--- src/rtl/bit_enum_pkg.sv ---
// rtl/bit_enum_pkg.sv - shared constants, state enum and mask helpers for the set-bit enumerator
package bit_enum_pkg;

    localparam int WIDTH = 64;
    localparam int IDX_W = $clog2(WIDTH);
    localparam int CNT_W = $clog2(WIDTH + 1);

    typedef enum logic [1:0] {
        IDLE = 2'd0,
        SCAN = 2'd1,
        DONE = 2'd2
    } state_e;

    // Removes the lowest set bit: the classic v & (v - 1) trick.
    function automatic logic [WIDTH-1:0] clear_lowest(input logic [WIDTH-1:0] v);
        return v & (v - WIDTH'(1));
    endfunction

    // True when exactly one bit of v is set.
    function automatic logic single_bit(input logic [WIDTH-1:0] v);
        return (v != '0) && (clear_lowest(v) == '0);
    endfunction

endpackage

--- src/rtl/bit_idx_enum_if.sv ---
// rtl/bit_idx_enum_if.sv - index output stream with valid/ready handshake
interface bit_idx_enum_if;
    import bit_enum_pkg::*;

    logic             out_valid;
    logic             out_ready;
    logic [IDX_W-1:0] out_idx;
    logic             out_last;

    modport master (
        output out_valid,
        output out_idx,
        output out_last,
        input  out_ready
    );

    modport slave (
        input  out_valid,
        input  out_idx,
        input  out_last,
        output out_ready
    );

endinterface

--- src/rtl/lsb_prio_enc.sv ---
// rtl/lsb_prio_enc.sv - combinational lowest-set-bit priority encoder
module lsb_prio_enc #(
    parameter int WIDTH = 64
) (
    input  logic [WIDTH-1:0]         vec,
    output logic [$clog2(WIDTH)-1:0] idx,
    output logic                     any
);

    localparam int IDX_W = $clog2(WIDTH);

    // Scan from the top down so the lowest set bit is the last writer and wins.
    always_comb begin
        idx = '0;
        any = 1'b0;
        for (int i = WIDTH - 1; i >= 0; i--) begin
            if (vec[i]) begin
                idx = IDX_W'(i);
                any = 1'b1;
            end
        end
    end

endmodule

--- src/rtl/bit_idx_enum.sv ---
// rtl/bit_idx_enum.sv - streams the index of every set bit of a captured mask, LSB first
module bit_idx_enum
    import bit_enum_pkg::*;
(
    input  logic               clk,
    input  logic               rst_n,
    input  logic               start,
    input  logic [WIDTH-1:0]   mask_in,
    output logic               busy,
    output logic               done,
    output logic [CNT_W-1:0]   count,
    bit_idx_enum_if.master     out_if
);

    state_e             state_q, state_d;
    logic [WIDTH-1:0]   shadow_q, shadow_d;
    logic [CNT_W-1:0]   count_q, count_d;

    logic [IDX_W-1:0]   low_idx;
    logic               low_any;
    logic               low_last;
    logic               accept;

    lsb_prio_enc #(
        .WIDTH (WIDTH)
    ) u_enc (
        .vec (shadow_q),
        .idx (low_idx),
        .any (low_any)
    );

    // Outputs depend only on registers, so out_ready only ever feeds state.
    assign low_last = single_bit(shadow_q);
    assign accept   = (state_q == SCAN) && low_any && out_if.out_ready;

    // State register.
    always_ff @(posedge clk or negedge rst_n) begin
        if (!rst_n) begin
            state_q <= IDLE;
        end else begin
            state_q <= state_d;
        end
    end

    // Next state: an empty shadow in SCAN (empty mask) falls straight through to DONE.
    always_comb begin
        state_d = state_q;
        case (state_q)
            IDLE: begin
                if (start) begin
                    state_d = SCAN;
                end
            end
            SCAN: begin
                if (!low_any) begin
                    state_d = DONE;
                end else if (accept && low_last) begin
                    state_d = DONE;
                end
            end
            DONE: begin
                state_d = IDLE;
            end
            default: begin
                state_d = IDLE;
            end
        endcase
    end

    // Shadow and counter next values: capture on start, peel one bit per accept.
    always_comb begin
        shadow_d = shadow_q;
        count_d  = count_q;
        if ((state_q == IDLE) && start) begin
            shadow_d = mask_in;
            count_d  = '0;
        end else if (accept) begin
            shadow_d = clear_lowest(shadow_q);
            count_d  = count_q + CNT_W'(1);
        end
    end

    // Shadow and counter registers; a reset drops any partially walked mask.
    always_ff @(posedge clk or negedge rst_n) begin
        if (!rst_n) begin
            shadow_q <= '0;
            count_q  <= '0;
        end else begin
            shadow_q <= shadow_d;
            count_q  <= count_d;
        end
    end

    // Output decode from state and shadow.
    always_comb begin
        out_if.out_valid = 1'b0;
        out_if.out_idx   = '0;
        out_if.out_last  = 1'b0;
        busy             = (state_q != IDLE);
        done             = (state_q == DONE);
        count            = count_q;
        if (state_q == SCAN) begin
            out_if.out_valid = low_any;
            out_if.out_idx   = low_idx;
            out_if.out_last  = low_last;
        end
    end

endmodule

--- src/flat_wrapper.sv ---
// flat-port wrapper written by rule: the top's interface ports become plain ports
module bit_idx_enum_flat import bit_enum_pkg::*;
  (clk, rst_n, start, mask_in, busy, done, count, out_if_out_valid, out_if_out_idx, out_if_out_last, out_if_out_ready);
  bit_idx_enum_if out_if_i ();
  input  logic clk;
  input  logic rst_n;
  input  logic start;
  input  logic [WIDTH-1:0] mask_in;
  output logic busy;
  output logic done;
  output logic [CNT_W-1:0] count;
  output wire logic [$bits(out_if_i.out_valid)-1:0] out_if_out_valid;
  output wire logic [$bits(out_if_i.out_idx)-1:0] out_if_out_idx;
  output wire logic [$bits(out_if_i.out_last)-1:0] out_if_out_last;
  input wire logic [$bits(out_if_i.out_ready)-1:0] out_if_out_ready;
  assign out_if_out_valid = out_if_i.out_valid;
  assign out_if_out_idx = out_if_i.out_idx;
  assign out_if_out_last = out_if_i.out_last;
  assign out_if_i.out_ready = out_if_out_ready;
  bit_idx_enum u_core (.clk(clk), .rst_n(rst_n), .start(start), .mask_in(mask_in), .busy(busy), .done(done), .count(count), .out_if(out_if_i));
endmodule
--- config.mk ---
export PLATFORM = sky130hd
export DESIGN_NAME = bit_idx_enum_flat
export DESIGN_NICKNAME = d
export VERILOG_FILES = /design/src/rtl/bit_enum_pkg.sv /design/src/rtl/bit_idx_enum_if.sv /design/src/rtl/lsb_prio_enc.sv /design/src/rtl/bit_idx_enum.sv /design/src/flat_wrapper.sv
export SDC_FILE = /design/constraint.sdc
export NUM_CORES = 1
export LEC_CHECK = 0
export BUFFER_PORTS_ARGS = -buffer_cell sky130_fd_sc_hd__buf_2
export CAP_MARGIN = 40
export CORE_ASPECT_RATIO = 1.2
export CORE_MARGIN = 2
export CORE_UTILIZATION = 40
export CTS_CLUSTER_DIAMETER = 80
export DETAILED_ROUTE_END_ITERATION = 7
export GPL_ROUTABILITY_DRIVEN = 1
export PLACE_DENSITY = 0.66
export SLEW_MARGIN = 25
export SYNTH_ARGS = -nofsm -noshare
export SYNTH_HDL_FRONTEND = slang
export SYNTH_SLANG_ARGS = --single-unit
export TNS_END_PERCENT = 20
--- constraint.sdc ---
create_clock -name clk -period 6.5 [get_ports clk]
set_clock_uncertainty 0.2 [all_clocks]
set_input_delay 0.325 -clock clk [delete_from_list [all_inputs] [get_ports clk]]
set_output_delay 0.325 -clock clk [all_outputs]
set_load 0.1 [all_outputs]
==> results.txt, run 1 <==
status -> finished with violations
failing checks -> negative hold slack
# nets final -> 814
Placeable Area -> 0.0121 mm²
Max-Cap Viols -> 0
FF-to-FF setup slack -> 1.98 ns
Area growth, synth to finish -> 23.9%
Final Cell Area -> 0.00614 mm²
Worst-Skew Late Latency -> 0.34 ns
synthesized area per cell -> 7.67 µm²
Die Span X -> 106 µm
Power Dens Cells -> 402 mW/mm²
Worst setup SP type -> flop
Synth Cell Area -> 0.00495 mm²
total wire length -> 16800 µm
total clock sinks -> 73
Final Hold Vio Count -> 2
leakage -> 0.00253 µW
clock slew at reported path FFs -> 0.06 ns
syn nets -> 715
DRT antenna net count -> 0
CTS H-tree lvls -> 3
layout cells sized above 1 -> 16.7%
ANT cells -> 0
Clock Power Share -> 21.9%
CP Data Required Time -> 5.97 ns
period utilisation layout -> 83.8%
cts bufs inserted -> 9
Post-CTS Setup Repair Bufs -> 0
CP max-delay cell -> and4_1
Synth top area share -> 36.9%
Final Setup Violations -> 0
register area -> 0.00183 mm²
GR Util All Layers -> 25.7%
max frequency -> 184 MHz
total grt overflow -> 0
commonest non-fill, non-tap cell in the layout -> nand2_1
Internal Pwr Total -> 1270 µW
setup ws final -> 1.05 ns
Filler cells -> 1228
sw frac -> 48.8%
# IOs -> 85
initial antenna violation count -> 0
Avg Vias per Cell -> 5.97
CP Capture Type -> output pin
CTS tree -> built
FP Rows -> 44
Flop pwr share -> 35.1%
Post-Place Cell Area -> 0.00545 mm²
number of global-route vias before repair -> 5279
worst reg2reg path startpoint -> u_core.shadow_q[6]$_DFFE_PN0P_
YS warnings -> 0
Worst Path Max Fanout -> 17
Layout Cells excl Fill -> 911
critical-path cell list -> nor4_1 -> and4_1 -> nand4_1 -> or4_1 -> a221o_1 -> nor4_1 -> nand4_1 -> nor2_1 -> buf_2
total power -> 2470 µW
routed via count -> 5437
synth top area cells -> dfrtp_1 37%, o21ai_0 8.0%, nand2_1 7.7%, nor2_1 5.1%, nor3_1 3.5%
worst min path class -> input port to flop
kind of critical path -> flop to output pin
#FFs+latches synth -> 73
final hold slack -> -0.00236 ns
port bufs -> 84
ys flop type -> dfrtp_1
# DRC -> 0
HPWL after DPL -> 12300 µm
first-pass GRT wire length -> 27500 µm
VDD IR max -> 0.357 mV
Crit. Startpoint -> u_core.shadow_q[6]$_DFFE_PN0P_
Post-Synthesis Cells -> 646
wire length per cell -> 18.4 µm
Cell variety after synth -> 69
number of DRC markers in iteration 0 -> 363
Final Critical Period -> 5.45 ns
pin count of the biggest net entering global routing -> 94
most frequent cells in the layout -> 102 x nand2_1, 84 x buf_2, 79 x o21ai_0
Yosys top cell by area -> dfrtp_1
Starting Density -> 40.9%
register area share after synthesis -> 36.9%
Combinational Power Share -> 43.0%
die area -> 0.0133 mm²
Psw -> 1210 µW
unrepaired setup endpoints after global routing -> false
Place WS -> 1.52 ns
Worst EP arrival -> 4.92 ns
final-report max-slew violation count -> 0
worst slew pin tran -> 0.816 ns
clock buffer depth -> 2
Slew HR -> 45.2%
setup_tns -> 0 ns
root buf cell -> clkbuf_16
Die H -> 126 µm
Post-synth EDFFs -> 0
Multi-input gate area -> 0.00287 mm²
Hold Crit Start -> mask_in[26]
Crit path largest cell delay -> 0.71 ns
Post-synth ARST share -> 100%
cell count after placement -> 857
gpl congestion -> 0.944
first drt pass iteration count -> 5
[critical path, delay by kind of cell, from the launching register on]
family          cells  cell delay, ns
compound gates      1            0.35
flops               1            0.45
buf+inv             1            0.44
simple gates        7            3.33
[logic make-up (layout without fill, tap and decap cells)]
| family | count (synthesis) | after routing | share of synthesized area [%] |
|---|---|---|---|
| and+or+nand+nor | 320 | 320 | 31.8 |
| AOI/OAI and AO/OA | 184 | 184 | 23.9 |
| DFF | 73 | 73 | 36.9 |
| buffers and inverters | 58 | 162 | 5.28 |
| xor gates and xnor gates | 5 | 5 | 0.884 |
| muxes | 4 | 4 | 0.808 |
| adders and majority gates | 2 | 2 | 0.455 |
[synth_stat cells (4+ instances only)]
cell type and n:
nor3_1 35, a31oi_1 6, o311ai_0 9, o21ai_0 79
nand4_1 9, nand2b_1 5, buf_2 4, and4_1 4
nand2_1 102, a21oi_1 23, dfrtp_1 73, nor2_1 67
nand3_1 28, a22o_1 4, o41ai_1 7, nor4_1 21
mux2i_1 4, a2111oi_0 4, o31ai_1 9, or3_1 8
nor2b_1 5, or2_2 6, or4_1 12, a211oi_1 5
o211ai_1 7, inv_1 17, clkbuf_1 30
[registers in the layout, indices dropped and copies added (netlist names)]
register,cells
u_core.state_q,2
u_core.count,7
u_core.shadow_q,64
[final cells by class]
| cell class | count | area share (%) |
|---|---|---|
| Multi-Input combinational cell | 515 | 46.7 |
| Sequential cell | 73 | 29.8 |
| Timing Repair Buffer | 129 | 14.0 |
| Clock buffer | 10 | 3.73 |
| Tap cell | 161 | 3.28 |
| Clock inverter | 6 | 1.51 |
| Inverter | 17 | 1.04 |
[metrics by stage]
step,hold WS [ns],utilization [%]
after global placement,0.313,44.8
final,-0.00236,50.7
after CTS,0.000430,50.3
after detailed placement,0.192,45.0
after global routing,0.00658,50.7
after floorplan,-0.171,-
[layer usage]
layer / global-route usage [%] / part of all wire (%)
met4: 8.90 / 2.7
met2: 44.3 / 50
met1: 32.7 / 42
met3: 3.93 / 5.5
met5: 0 / 0
[power by group through the flow]
stage / sequential (µW) / combinational [µW] / clock (µW)
finish: 867 / 1060 / 541
global route: 894 / 1160 / 566
CTS: 855 / 1050 / 549
detailed placement: 863 / 1030 / 0
global placement: 861 / 1020 / 0
floorplan: 806 / 792 / 0
[final timing paths]
kind / to / cells after the start
max reg2reg: u_core.state_q[0]$_DFFE_PN0P_ / 8
max in group asynchronous: u_core.shadow_q[26]$_DFFE_PN0P_ / 4
min: u_core.shadow_q[26]$_DFFE_PN0P_ / 3
min in group asynchronous: u_core.shadow_q[61]$_DFFE_PN0P_ / 3
max: out_if_out_last / 9
min reg2reg: u_core.count[6]$_DFFE_PN0P_ / 2
[timing repair]
action	4_1_cts	5_1_grt
hold buffers	33	0
hold endpoints to repair	66	0
gates resized for setup	0	0
Note: power is estimated with default switching activity, not from simulation.
==> run 2: changes to the inputs <==
==> constraint.sdc (replaced) <==
create_clock -name clk -period 5.25 [get_ports clk]
set_clock_uncertainty 0.2 [all_clocks]
set_input_delay 0.2625 -clock clk [delete_from_list [all_inputs] [get_ports clk]]
set_output_delay 0.2625 -clock clk [all_outputs]
set_load 0.1 [all_outputs]
==> results.txt, run 2 (synthesis gave the netlist of run 1 again) <==
period utilisation layout -> 94.2%
CTS resizes -> 0
Die Span X -> 106 µm
clock slew at reported path FFs -> 0.06 ns
Placeable Area -> 0.0121 mm²
worst slew pin tran -> 0.791 ns
HPWL after DPL -> 12100 µm
CTS tree -> built
Worst setup SP type -> flop
Final Cell Area -> 0.00639 mm²
ANT cells -> 0
Clock Power Share -> 20.5%
Flop pwr share -> 35.1%
CP Capture Type -> output pin
leakage -> 0.00265 µW
Multi-input gate area -> 0.00287 mm²
# nets final -> 843
Worst EP arrival -> 4.48 ns
most frequent cells in the layout -> 102 x nand2_1, 86 x buf_2, 79 x o21ai_0
# IOs -> 85
DRT antenna net count -> 0
number of global-route vias before repair -> 5390
CP top delay family -> simple AND/OR/NAND/NOR gates
VDD IR max -> 0.320 mV
total grt overflow -> 0
CTS H-tree lvls -> 3
GR Util All Layers -> 25.9%
Final Hold Vio Count -> 0
sw frac -> 49.2%
Crit path buffers/inverters -> 2
wire length per cell -> 17.9 µm
critical-path cell list -> nor4_1 -> and4_1 -> buf_4 -> a31oi_1 -> a2111o_1 -> or4_1 -> nor4_1 -> nand4_1 -> nor2_1 -> buf_2
Filler cells -> 1219
Final Critical Period -> 4.94 ns
max frequency -> 202 MHz
commonest non-fill, non-tap cell in the layout -> nand2_1
number of DRC markers in iteration 0 -> 388
Internal Pwr Total -> 1540 µW
root buf cell -> clkbuf_16
Area growth, synth to finish -> 29.0%
Psw -> 1490 µW
kind of critical path -> flop to output pin
gpl congestion -> 0.954
final-report max-slew violation count -> 0
Die H -> 126 µm
CP max-delay cell -> nor4_1
total wire length -> 16800 µm
die area -> 0.0133 mm²
crit-path most repeated cell -> nor4_1
Slew HR -> 45.9%
initial antenna violation count -> 0
flip-flop count of the largest register after layout -> 64
cts bufs inserted -> 9
layout cells sized above 1 -> 16.9%
CP Data Required Time -> 4.79 ns
clock buffer depth -> 2
Avg Vias per Cell -> 5.79
status -> completed
first-pass GRT wire length -> 27700 µm
routed via count -> 5447
Combinational Power Share -> 44.4%
# DRC -> 0
register area -> 0.00183 mm²
first drt pass iteration count -> 6
Post-Place Cell Area -> 0.00550 mm²
unrepaired setup endpoints after global routing -> false
worst min path class -> input port to flop
Starting Density -> 40.9%
Max-Cap Viols -> 0
setup_tns -> 0 ns
Worst Path Max Fanout -> 10
Worst-Skew Late Latency -> 0.34 ns
pin count of the biggest net entering global routing -> 52
Final Setup Violations -> 0
total clock sinks -> 73
port bufs -> 84
FP Rows -> 44
Crit path largest cell delay -> 0.61 ns
Power Dens Cells -> 474 mW/mm²
register bank with the most flops -> u_core.shadow_q
run 2: cell types whose count changed in the layout (fill, tap and decap cells not counted), moves of 2 or more:
cell	change
buf_2	+2
buf_4	+7
clkbuf_1	-2
clkbuf_2	-2
clkinv_2	+2
dlygate4sd3_1	+25
run 2: through the flow:
step / worst slack [ns] / utilization (%) / hold slack, ns / total power, µW / cells
2_1_floorplan: 0.671 / - / -0.233 / 1980 / 646
3_3_place_gp: 0.862 / 45.3 / 0.254 / 2350 / 863
3_5_place_dp: 0.734 / 45.4 / 0.110 / 2360 / 864
6_report: 0.306 / 52.8 / 0.0123 / 3030 / 940
5_1_grt: 0.0584 / 52.8 / 0.0208 / 3230 / 940
4_1_cts: 0.347 / 52.7 / 0.00889 / 3020 / 938
run 2: layout make-up:
type	instances	area share, %
Clock inverter	7	1.12
Tap cell	161	3.15
Clock buffer	9	3.52
Timing Repair Buffer	158	17.7
Inverter	17	0.999
Sequential cell	73	28.6
Multi-Input combinational cell	515	45.0
run 2: final timing paths:
kind,startpoint,end,slack [ns],cells past startpoint
max in group asynchronous,rst_n,u_core.shadow_q[32]$_DFFE_PN0P_,4.01,4
max reg2reg,u_core.shadow_q[6]$_DFFE_PN0P_,u_core.state_q[0]$_DFFE_PN0P_,1.19,9
min,mask_in[21],u_core.shadow_q[21]$_DFFE_PN0P_,0.01,3
min reg2reg,u_core.count[6]$_DFFE_PN0P_,u_core.count[6]$_DFFE_PN0P_,0.36,2
max,u_core.shadow_q[6]$_DFFE_PN0P_,out_if_out_last,0.31,10
min in group asynchronous,rst_n,u_core.shadow_q[55]$_DFFE_PN0P_,0.27,3
run 2: timing repair:
action / 4_1_cts / 5_1_grt
endpoints found under the setup margin: 0 / 0
buffers inserted: 0 / 0
hold buffers: 58 / 0
endpoints found under the hold margin: 87 / 0
run 2: power groups by stage:
| stage | clock (µW) | combinational [µW] | sequential, µW |
|---|---|---|---|
| 4_1_cts | 633 | 1330 | 1050 |
| 2_1_floorplan | 0 | 987 | 998 |
| 5_1_grt | 659 | 1470 | 1100 |
| 3_5_place_dp | 0 | 1290 | 1060 |
| 3_3_place_gp | 0 | 1290 | 1050 |
| 6_report | 621 | 1350 | 1070 |
run 2: worst min-delay path: stages:
cell     delay [ns]
buf_2          0.08
mux2i_1        0.06
a21oi_1        0.10
run 2: metal layers:
metal	share of wire [%]	up-vias	track usage [%]
li1	-	2664	-
met1	43	2595	33.1
met2	50	159	44.5
met3	4.6	29	3.88
met4	2.2	0	9.44
met5	0	-	0
